**config.mk**
```make
export PLATFORM = sky130hd
export DESIGN_NAME = tmr_scrub_arb
export DESIGN_NICKNAME = d
export VERILOG_FILES = /design/src/rtl/tmr_scrub_arb.sv
export SDC_FILE = /design/constraint.sdc
export NUM_CORES = 1
export LEC_CHECK = 0
export ABC_CLOCK_PERIOD_IN_PS = 6700
export BUFFER_PORTS_ARGS = -buffer_cell sky130_fd_sc_hd__buf_2
export CAP_MARGIN = 20
export CORE_ASPECT_RATIO = 0.7
export CORE_MARGIN = 1
export CORE_UTILIZATION = 35
export CTS_BUF_LIST = sky130_fd_sc_hd__clkbuf_16
export CTS_CLUSTER_DIAMETER = 30
export DETAILED_ROUTE_END_ITERATION = 8
export GPL_TIMING_DRIVEN = 1
export SYNTH_ARGS = -nofsm -noshare
export SYNTH_HDL_FRONTEND = slang
export SYNTH_SLANG_ARGS = --single-unit
```
**constraint.sdc**
```tcl
create_clock -name i_clk -period 6.7 [get_ports i_clk]
set_clock_uncertainty 0.05 [all_clocks]
set_input_delay 0.335 -clock i_clk [delete_from_list [all_inputs] [get_ports i_clk]]
set_output_delay 0.335 -clock i_clk [all_outputs]
set_load 0.05 [all_outputs]
```
**src/rtl/tmr_scrub_arb.sv**
```systemverilog
// ---------------------------------------------------------------------------
// tmr_scrub_arb
//
// Front-end arbiter for the triplicated, majority-voted memory. It owns the
// memory's single we/re/addr/wdata port and merges two traffic sources:
//   - host reads/writes (valid/ready handshake, 1-cycle registered issue)
//   - a background scrub walker that reads successive addresses so that
//     the memory's scrub-on-read logic repairs latent upsets.
// After every scrub read the arbiter spends one HOLD cycle refusing the
// host. That keeps the following cycle free of host writes, which is the
// cycle in which the memory performs its repair write-back.
//
// Ports
//   i_clk, i_rst_n          clock, asynchronous active-low reset
//   i_enable                scrub walker enable
//   i_cfg_interval          idle cycles between scrub reads
//   i_host_valid/o_host_ready, i_host_we, i_host_addr, i_host_wdata
//                           host request channel
//   o_host_rvalid           memory rdata carries the host read result
//   o_mem_we/re/addr/wdata  registered memory port
//   o_scrub_addr            next address the walker will read
//   o_sweep_done            1-cycle pulse when the walker wraps to 0
//   o_sweep_cnt             completed sweeps, saturating at 0xFFFF
// ---------------------------------------------------------------------------
module tmr_scrub_arb #(
    parameter int ADDR_W     = 8,
    parameter int DATA_W     = 8,
    parameter int INT_W      = 16,
    parameter int STARVE_MAX = 64
) (
    input  logic              i_clk,
    input  logic              i_rst_n,
    input  logic              i_enable,
    input  logic [INT_W-1:0]  i_cfg_interval,
    input  logic              i_host_valid,
    output logic              o_host_ready,
    input  logic              i_host_we,
    input  logic [ADDR_W-1:0] i_host_addr,
    input  logic [DATA_W-1:0] i_host_wdata,
    output logic              o_host_rvalid,
    output logic              o_mem_we,
    output logic              o_mem_re,
    output logic [ADDR_W-1:0] o_mem_addr,
    output logic [DATA_W-1:0] o_mem_wdata,
    output logic [ADDR_W-1:0] o_scrub_addr,
    output logic              o_sweep_done,
    output logic [15:0]       o_sweep_cnt
);

    localparam int SW = $clog2(STARVE_MAX) + 1;
    localparam logic [SW-1:0] STARVE_LIM = SW'(STARVE_MAX - 1);

    typedef enum logic [1:0] {
        IDLE,
        WAIT,
        PEND,
        HOLD
    } state_t;

    state_t            r_state;
    state_t            w_next;
    logic [INT_W-1:0]  r_intCnt;
    logic [INT_W:0]    w_intNext;
    logic [SW-1:0]     r_starveCnt;
    logic              w_starved;
    logic              w_hostGrant;
    logic              w_scrubGrant;
    logic              r_memWe;
    logic              r_memRe;
    logic              r_hostRd;
    logic [ADDR_W-1:0] r_memAddr;
    logic [DATA_W-1:0] r_memWdata;
    logic [1:0]        r_rvPipe;
    logic [ADDR_W-1:0] r_scrubAddr;
    logic              r_sweepDone;
    logic [15:0]       r_sweepCnt;

    // State register for the scrub walker FSM.
    always_ff @(posedge i_clk or negedge i_rst_n) begin
        if (!i_rst_n) begin
            r_state <= IDLE;
        end else begin
            r_state <= w_next;
        end
    end

    // Next-state and grant decode. The host is refused only when a pending
    // scrub has been starved for too long and during HOLD. The interval test
    // uses the incremented count, so an interval of 0 still spends one cycle
    // in WAIT, and an interval of N spends N cycles there.
    always_comb begin
        w_next       = r_state;
        o_host_ready = 1'b0;
        w_scrubGrant = 1'b0;
        w_intNext    = {1'b0, r_intCnt} + {{INT_W{1'b0}}, 1'b1};
        w_starved    = (r_starveCnt >= STARVE_LIM);
        case (r_state)
            IDLE: begin
                o_host_ready = 1'b1;
                if (i_enable) begin
                    w_next = WAIT;
                end
            end
            WAIT: begin
                o_host_ready = 1'b1;
                if (!i_enable) begin
                    w_next = IDLE;
                end else if (w_intNext >= {1'b0, i_cfg_interval}) begin
                    w_next = PEND;
                end
            end
            PEND: begin
                o_host_ready = !w_starved;
                if (!i_enable) begin
                    w_next = IDLE;
                end else if (!i_host_valid || w_starved) begin
                    w_scrubGrant = 1'b1;
                    w_next       = HOLD;
                end
            end
            HOLD: begin
                w_next = i_enable ? WAIT : IDLE;
            end
            default: begin
                w_next = IDLE;
            end
        endcase
    end

    assign w_hostGrant = i_host_valid & o_host_ready;

    // Interval and starvation counters, plus the walker address and sweep
    // statistics. The walker only advances when a HOLD cycle completes, so
    // toggling enable never loses or skips an address.
    always_ff @(posedge i_clk or negedge i_rst_n) begin
        if (!i_rst_n) begin
            r_intCnt    <= '0;
            r_starveCnt <= '0;
            r_scrubAddr <= '0;
            r_sweepDone <= 1'b0;
            r_sweepCnt  <= '0;
        end else begin
            r_sweepDone <= 1'b0;
            case (r_state)
                IDLE: begin
                    r_intCnt    <= '0;
                    r_starveCnt <= '0;
                end
                WAIT: begin
                    r_intCnt <= w_intNext[INT_W-1:0];
                end
                PEND: begin
                    r_intCnt <= '0;
                    if (!w_starved) begin
                        r_starveCnt <= r_starveCnt + SW'(1);
                    end
                end
                HOLD: begin
                    r_intCnt    <= '0;
                    r_starveCnt <= '0;
                    r_scrubAddr <= r_scrubAddr + ADDR_W'(1);
                    if (&r_scrubAddr) begin
                        r_sweepDone <= 1'b1;
                        if (r_sweepCnt != 16'hFFFF) begin
                            r_sweepCnt <= r_sweepCnt + 16'd1;
                        end
                    end
                end
                default: begin
                    r_intCnt <= '0;
                end
            endcase
        end
    end

    // Registered memory port. Host and scrub grants never coincide. On a
    // scrub grant the write data is left alone; it is irrelevant for a read.
    always_ff @(posedge i_clk or negedge i_rst_n) begin
        if (!i_rst_n) begin
            r_memWe    <= 1'b0;
            r_memRe    <= 1'b0;
            r_hostRd   <= 1'b0;
            r_memAddr  <= '0;
            r_memWdata <= '0;
        end else begin
            r_memWe  <= w_hostGrant & i_host_we;
            r_memRe  <= (w_hostGrant & ~i_host_we) | w_scrubGrant;
            r_hostRd <= w_hostGrant & ~i_host_we;
            if (w_hostGrant) begin
                r_memAddr  <= i_host_addr;
                r_memWdata <= i_host_wdata;
            end else if (w_scrubGrant) begin
                r_memAddr <= r_scrubAddr;
            end
        end
    end

    // Two-stage delay tracking the memory's read path, so host_rvalid lines
    // up with rdata. Scrub reads never enter this pipe.
    always_ff @(posedge i_clk or negedge i_rst_n) begin
        if (!i_rst_n) begin
            r_rvPipe <= '0;
        end else begin
            r_rvPipe <= {r_rvPipe[0], r_memRe & r_hostRd};
        end
    end

    assign o_host_rvalid = r_rvPipe[1];
    assign o_mem_we      = r_memWe;
    assign o_mem_re      = r_memRe;
    assign o_mem_addr    = r_memAddr;
    assign o_mem_wdata   = r_memWdata;
    assign o_scrub_addr  = r_scrubAddr;
    assign o_sweep_done  = r_sweepDone;
    assign o_sweep_cnt   = r_sweepCnt;

endmodule
```
==> reports/qor.yml, run 1 <==
synth:
  seq_area_frac_synth_pct: 47.9
  async_reset_ff_share_pct: 100
  synth_edf_count: 0
  netlist.area_leader.share_pct: 47.9
  synth_area_leaders: "dfrtp_1 48%, ha_1 8.4%, mux2_2 5.2%"
  synth_cells: 342
  yosysTopAreaCell: "dfrtp_1"
  synthesis.area_um2: 3710
  avgSynthCellArea_um2: 10.8
  yosysMostFrequentCell: "dfrtp_1"
  syn_nets: 404
  ys_types: 44
  synth-main-ff-cell: "dfrtp_1"
  yosys-top-cells-count: "71 x dfrtp_1, 26 x nand2_1, 25 x ha_1"
  synth-seq-cells: 71
  yosysWarnings: 0
pwr:
  powerDensity_nw_per_um2: 391
  fin_total_pwr_w: 0.00178
  peakVddDrop_mv: 0.315
  p_leak_nw: 2.33
die:
  coreArea_um2: 10300
  initial_utilization_pct: 35.9
  rows: 31
  io_pins: 82
  die_area_um2: 11000
  fp.dieW_um: 125
  chipHeight_um: 88.1
layout:
  nets: 491
  final_area_um2: 4560
  layout-drive-gt1-share_pct: 26.7
  area_growth_pct: 22.9
  antenna_cells: 0
run:
  cap_violations: 0
route:
  vias_per_cell: 4.83
  routed_wl_mm: 7.86
  routedWlPerCell_um: 13.9
  first_iter_violations: 92
  ant_nets: 0
  vias: 2732
  drcViolationCount: 6
  drtPass1Iterations: 6
timing:
  setup_viol: 0
  tns_ps: 0
  tightestPinTransition_ps: 919
  min_period_ps: 3260
  relSlewSlack_pct: 38.7
  period_share_pct: 48.6
  max_clock_freq_mhz: 307
  maxSlewViolCount: 0
  rsz0062_at_grt: "false"
  hold_viol: 0
  hold_slack_ps: 88.7
  setup_ws_ps: 3440
worst_setup_path:
  r2r_start: "r_intCnt[0]"
  cp_slowest_stage_delay_ps: 490
  critical_path_class: "reg -> reg"
  slowest_stage: "nor4_1"
  critPathMaxFanout: 5
  required_ps: 6850
  cp.arrival_ps: 3410
  path_common_cell: "ha_1"
  cp-start-kind: "flop"
  cp-end-kind: "flop"
  crit_chain: "ha_1, nand4_1, nor4_1, nand3_1, xnor2_1, ha_1, a21o_1, a211o_1, a211oi_1, and3_1, o21ai_1"
  cp-startpoint: "r_intCnt[0]"
global_route:
  met2_usage_pct: 22.3
  busiest_layer: "met2"
  antenna_found_initial: 0
  grt_use_met3_pct: 4.52
  grt_pass1_wl_mm: 12.9
  grt_pass1_vias: 2582
  grt_overflow: 0
  grt_max_degree: 72
  grtUsageTotal_pct: 15.3
  met1_usage_pct: 21.6
clock_tree:
  path_clk_slew_ps: 50
  post-cts-setup-buffers: 0
  clk_path_buf_depth: 2
  cts_tree: "done"
  cts_sinks: 71
  cts_buffers: 9
  cts_root_buf: "clkbuf_16"
  cts_resized: 0
  hold_buffers: 0
  htree_levels: 3
  clock_latency_ps: 320
placement:
  place.gp.congestion: 0.817
  pre_cts_ws_ps: 3500
  dp_hpwl_mm: 5.80
  io_buffer_count: 81
  placed_cell_area_um2: 4250
outcome:
  status: "finished with violations"
  violations: "DRC"
min_path:
  hold_class: "in -> async"
report_power, final:
part | switching (W) | leakage, nW | total [W] | internal [W]
clock network | 0.000167 | 0.163 | 0.000488 | 0.000320
logic | 0.000484 | 1.23 | 0.000704 | 0.000220
registers | 0.0000700 | 0.940 | 0.000589 | 0.000519
total | 0.000721 | 2.33 | 0.00178 | 0.00106
cells in the final DEF, fill, tap and decap left out, types with 2 or more instances in the layout:
master,n
clkinv_2,2
nand2_1,26
and2_1,19
and3_1,7
o211ai_1,2
nor3_2,2
a41oi_1,2
o21ai_0,12
o21a_1,2
clkbuf_16,9
nor2_1,15
nor3_1,4
buf_2,80
xnor2_1,19
a32oi_1,2
mux2_1,9
nand4_1,14
nand3_1,17
a21oi_1,8
mux2_2,17
xor2_1,17
nor2b_1,2
and4_1,2
ha_1,25
nor4_1,2
dfrtp_1,71
bufinv_16,2
o31ai_1,2
inv_1,25
nand2b_1,3
state kept, by name, indices dropped and copies added (netlist names), 2 cells and up:
signal	cells
r_state	2
r_intCnt	16
o_mem_addr	8
o_mem_wdata	8
r_starveCnt	7
o_sweep_cnt	16
o_scrub_addr	8
r_rvPipe	2
final timing paths:
path | cells after the start | to | slack (ps)
max | 11 | r_state[1] | 3440
min | 1 | r_intCnt[2] | 90
max reg2reg | 11 | r_state[1] | 3440
min reg2reg | 0 | r_rvPipe[1] | 300
max in group asynchronous | 1 | r_state[1] | 5900
min in group i_clk | 2 | r_hostRd | 140
critical path: cells and delay by family (launching register included):
kind / cells / cell delay, ps
and+or+nand+nor: 4 / 1080
DFF: 1 / 410
adders and majority gates: 2 / 540
xor gates and xnor gates: 1 / 220
AOI/OAI and AO/OA: 4 / 840
logic make-up after synthesis:
kind of cell / count (synthesis) / share of synthesized area, %
mux: 26 / 7.89
flops: 71 / 47.9
fa+ha+maj: 25 / 8.43
simple gates: 118 / 17.4
buf+inv: 27 / 3.07
xor+xnor: 36 / 8.50
compound gates: 39 / 6.75
stage by stage:
stage / utilization [%] / std cells
finish: 44.2 / 566
global route: 44.2 / 566
CTS: 44.2 / 566
detailed placement: 41.2 / 550
global placement: 41.2 / 550
floorplan: - / 342
layout make-up:
| class | instances | area (µm²) |
|---|---|---|
| clock buffers | 9 | 225 |
| clock inverters | 7 | 81.3 |
| fillers | 990 | 5760 |
| inverters | 22 | 82.6 |
| multi-input cells | 244 | 1820 |
| flip-flops and latches | 71 | 1780 |
| well taps | 132 | 165 |
| repair buffers | 81 | 408 |
routing by layer:
layer | part of all wire, % | vias up | wire, µm
met4 | 1.2 | 0 | 98
met3 | 5.1 | 9 | 400
met2 | 42 | 71 | 3290
met1 | 52 | 1281 | 4070
met5 | 0 | - | 0
li1 | - | 1371 | -
(Power assumes the default switching activity.)
==> run 2, diff against run 1 <==
--- a/config.mk
+++ b/config.mk
@@ -5,7 +5,7 @@
 export SDC_FILE = /design/constraint.sdc
 export NUM_CORES = 1
 export LEC_CHECK = 0
-export ABC_CLOCK_PERIOD_IN_PS = 6700
+export ABC_CLOCK_PERIOD_IN_PS = 3300
 export BUFFER_PORTS_ARGS = -buffer_cell sky130_fd_sc_hd__buf_2
 export CAP_MARGIN = 20
 export CORE_ASPECT_RATIO = 0.7
==> constraint.sdc (replaced) <==
create_clock -name i_clk -period 3.3 [get_ports i_clk]
set_clock_uncertainty 0.05 [all_clocks]
set_input_delay 0.165 -clock i_clk [delete_from_list [all_inputs] [get_ports i_clk]]
set_output_delay 0.165 -clock i_clk [all_outputs]
set_load 0.05 [all_outputs]
==> reports/qor.yml, run 2 (synthesized netlist as in run 1, its figures left out) <==
route:
  first_iter_violations: 148
  ant_nets: 0
  vias_per_cell: 4.95
  drcViolationCount: 6
  routedWlPerCell_um: 13.9
  vias: 2839
  routed_wl_mm: 7.95
  drtPass1Iterations: 6
die:
  fp.dieW_um: 125
  coreArea_um2: 10300
  die_area_um2: 11000
  initial_utilization_pct: 35.9
  chipHeight_um: 88.1
  io_pins: 82
  rows: 31
timing:
  maxSlewViolCount: 0
  setup_viol: 0
  max_clock_freq_mhz: 325
  tns_ps: 0
  hold_viol: 0
  period_share_pct: 93.3
  tightestPinTransition_ps: 914
  min_period_ps: 3080
  relSlewSlack_pct: 39.0
  rsz0062_at_grt: "false"
global_route:
  grt_overflow: 0
  grt_pass1_vias: 2611
  grtUsageTotal_pct: 15.2
  antenna_found_initial: 0
  grt_pass1_wl_mm: 12.9
  grt_max_degree: 72
layout:
  seq_area_um2: 1780
  layout.cells.most_common: "buf_2"
  mostFrequentLayoutCells: "80 x buf_2, 71 x dfrtp_1, 26 x nand2_1"
  nets: 499
  multi_input_area_um2: 1840
  area_growth_pct: 25.2
  antenna_cells: 0
  fill_cells: 992
  layout-drive-gt1-share_pct: 28.1
run:
  cap_violations: 0
worst_setup_path:
  cp-start-kind: "flop"
  endpoint: "r_state[0]"
  cp-startpoint: "r_intCnt[0]"
  path_buf_inv: 0
  critical_path_class: "reg -> reg"
  cp.arrival_ps: 3240
  r2r_start: "r_intCnt[0]"
  r2r_setup_slack_ps: 220
  slowest_stage: "dfrtp_1"
  cp-end-kind: "flop"
  crit_family: "simple AND/OR/NAND/NOR gates"
  reg2reg_depth: 11
  cp_slowest_stage_delay_ps: 420
  worstReg2RegEnd: "r_state[0]"
  crit_chain: "ha_1, nand4_1, nor4_4, nand3_1, xnor2_1, ha_1, nand3_1, nor3_1, a211oi_2, and3_1, o31a_1"
  required_ps: 3460
  crit_cells: 11
  critPathMaxFanout: 5
outcome:
  violations: "DRC"
  status: "finished with violations"
pwr:
  swShare_pct: 41.8
  p_int_w: 0.00210
  p_leak_nw: 2.37
  pwr-share-seq_pct: 33.3
  switchingPower_w: 0.00150
  fin_total_pwr_w: 0.00360
  clockPowerShare_pct: 26.5
  powerDensity_nw_per_um2: 775
  peakVddDrop_mv: 0.648
  comb_power_share_pct: 40.2
placement:
  dp_hpwl_mm: 5.93
  io_buffer_count: 81
  place.gp.congestion: 0.838
clock_tree:
  cts_tree: "done"
  htree_levels: 3
  clk_path_buf_depth: 2
  cts_sinks: 71
  cts_buffers: 9
  clock_latency_ps: 330
  cts_root_buf: "clkbuf_16"
  path_clk_slew_ps: 60
  post-cts-setup-buffers: 0
min_path:
  hold_class: "in -> reg"
==> run 2: power by group through the flow <==
| stage | logic, W | registers [W] | clock network (W) |
|---|---|---|---|
| after global placement | 0.00142 | 0.00120 | 0 |
| after detailed placement | 0.00144 | 0.00121 | 0 |
| final | 0.00145 | 0.00120 | 0.000955 |
| after global routing | 0.00155 | 0.00122 | 0.00102 |
| after floorplan | 0.000618 | 0.00166 | 0 |
| after CTS | 0.00145 | 0.00120 | 0.000981 |
==> run 2: metal layers <==
layer,part of all wire (%),global-route usage [%],vias up
met2,42,22.7,76
met5,0,0,-
met3,5.3,4.40,5
met4,0.72,4.99,0
met1,52,21.4,1370
li1,-,-,1388
==> run 2: how the worst min path moves through the flow <==
stage,from,endpoint,slack [ps],cells past startpoint
final,i_host_wdata[1],o_mem_wdata[1],10,2
after global routing,i_host_wdata[1],o_mem_wdata[1],5,2
after CTS,i_host_wdata[1],o_mem_wdata[1],3,2
after detailed placement,r_rvPipe[0],r_rvPipe[1],290,0
after global placement,r_rvPipe[0],r_rvPipe[1],290,0
after floorplan,i_rst_n,o_mem_addr[0],-180,0
==> run 2: layout make-up <==
cell class,count,area share (%)
clock buffers,9,4.85
clock inverters,7,1.59
inverters,22,1.78
multi-input cells,244,39.6
flip-flops and latches,71,38.3
well taps,132,3.56
repair buffers,89,10.4
==> run 2: repair_timing <==
item | 4_1_cts | 5_1_grt
resized for setup | 0 | 3
hold buffers | 5 | 0
hold endpoints to repair | 75 | 0
endpoints found under the setup margin | 0 | 2
==> run 2: per-stage QoR <==
stage | utilization [%] | worst slack (ps) | hold WS, ps | instances | area, µm²
final | 45.0 | 221 | 10.5 | 574 | 4640
after detailed placement | 41.4 | 121 | 288 | 553 | 4270
after global placement | 41.4 | 248 | 287 | 553 | 4270
after floorplan | - | 477 | -181 | 342 | 3710
after CTS | 44.8 | 89.0 | 3.08 | 574 | 4620
after global routing | 45.0 | 42.0 | 5.35 | 574 | 4640
==> run 3, diff against run 2 <==
--- a/config.mk
+++ b/config.mk
@@ -15,6 +15,8 @@
 export CTS_CLUSTER_DIAMETER = 30
 export DETAILED_ROUTE_END_ITERATION = 8
 export GPL_TIMING_DRIVEN = 1
+export RECOVER_POWER = 25
+export REMOVE_ABC_BUFFERS = 1
 export SYNTH_ARGS = -nofsm -noshare
 export SYNTH_HDL_FRONTEND = slang
 export SYNTH_SLANG_ARGS = --single-unit
==> reports/qor.yml, run 3 (synthesized netlist as in run 1, its figures left out) <==
placement:
  io_buffer_count: 81
  dp_hpwl_mm: 6.12
  place.gp.congestion: 0.805
worst_setup_path:
  required_ps: 3510
  cp-end-kind: "flop"
  critical_path_class: "reg -> reg"
  cp.arrival_ps: 3260
  r2r_start: "r_intCnt[0]"
  cp-startpoint: "r_intCnt[0]"
  cp-start-kind: "flop"
  critPathMaxFanout: 5
pwr:
  p_leak_nw: 2.38
  pwr-share-seq_pct: 32.1
  fin_total_pwr_w: 0.00371
  p_int_w: 0.00224
  clockPowerShare_pct: 29.3
  switchingPower_w: 0.00147
  comb_power_share_pct: 38.6
  peakVddDrop_mv: 0.480
  swShare_pct: 39.6
  powerDensity_nw_per_um2: 794
route:
  first_iter_violations: 174
  vias: 2851
  routed_wl_mm: 8.02
  drtPass1Iterations: 8
  routedWlPerCell_um: 13.9
  vias_per_cell: 4.96
  drcViolationCount: 5
  ant_nets: 0
global_route:
  antenna_found_initial: 0
  grt_pass1_wl_mm: 13.3
  grt_max_degree: 47
  grt_pass1_vias: 2732
  grt_overflow: 0
  grtUsageTotal_pct: 15.5
outcome:
  status: "finished with violations"
  violations: "DRC, capacitance limit, slew limit"
die:
  die_area_um2: 11000
  fp.dieW_um: 125
  initial_utilization_pct: 35.9
  rows: 31
  io_pins: 82
  coreArea_um2: 10300
  chipHeight_um: 88.1
layout:
  layout-drive-gt1-share_pct: 27.5
  nets: 500
  layout.cells.most_common: "buf_2"
  antenna_cells: 0
  mostFrequentLayoutCells: "80 x buf_2, 71 x dfrtp_1, 26 x nand2_1"
  area_growth_pct: 26.2
timing:
  rsz0062_at_grt: "false"
  setup_viol: 0
  period_share_pct: 92.4
  maxSlewViolCount: 40
  tns_ps: 0
  hold_viol: 0
  min_period_ps: 3050
  relSlewSlack_pct: -21.2
  tightestPinTransition_ps: 1820
  max_clock_freq_mhz: 328
min_path:
  hp-start: "i_host_wdata[6]"
  hold_class: "in -> reg"
clock_tree:
  post-cts-setup-buffers: 0
  clock_latency_ps: 320
  cts_root_buf: "clkbuf_16"
  htree_levels: 3
  cts_sinks: 71
  cts_buffers: 9
  clk_path_buf_depth: 2
  path_clk_slew_ps: 60
  cts_tree: "done"
run:
  cap_violations: 1
run 3: metal layers:
layer,share of wire [%],track usage [%]
met4,1.0,4.66
met5,0,0
met1,50,21.5
met3,4.2,4.09
met2,45,23.8
run 3: final cells by class:
type	count	area, µm²
tap	132	165
clock buffer	9	225
fill	996	5640
multi-input combinational	244	1830
sequential	71	1780
timing repair buffer	90	487
inverter	22	82.6
clock inverter	7	114
run 3: worst max-delay path: stages (launching register included):
cell	delay (ps)
dfrtp_1	420
ha_1	230
nand4_1	200
nor4_2	380
nand3_1	140
xnor2_1	220
ha_1	300
a21o_1	170
a211o_1	300
a211oi_2	210
and3_1	230
o31a_1	140
run 3: timing repair:
item / CTS / global route
hold buffers: 3 / 1
gates resized for setup: 0 / 2
setup endpoints to repair: 0 / 2
hold endpoints to repair: 3 / 44
run 3: worst paths after layout:
check | to | slack, ps | cells past startpoint
max | r_state[0] | 250 | 11
min | o_mem_wdata[6] | 10 | 2
max reg2reg | r_state[0] | 250 | 11
min reg2reg | r_rvPipe[1] | 300 | 0
max in group asynchronous | o_mem_wdata[5] | 820 | 4
min in group asynchronous | r_intCnt[2] | 230 | 2
run 3: power by group through the flow:
stage,logic [W],clock network (W),registers [W]
final,0.00144,0.00109,0.00119
after global placement,0.00142,0,0.00120
after global routing,0.00156,0.00115,0.00122
after floorplan,0.000605,0,0.00166
after detailed placement,0.00144,0,0.00121
after CTS,0.00145,0.00112,0.00119
run 3: metrics by stage:
step / cell area, µm² / cells / util (%) / worst slack, ps / hold WS, ps
2_1_floorplan: 3680 / 337 / - / 477 / -181
3_3_place_gp: 4280 / 554 / 41.5 / 277 / 288
3_5_place_dp: 4280 / 554 / 41.5 / 155 / 299
4_1_cts: 4650 / 573 / 45.0 / 116 / 3.42
5_1_grt: 4680 / 575 / 45.4 / 58.0 / 9.22
6_report: 4680 / 575 / 45.4 / 252 / 13.9
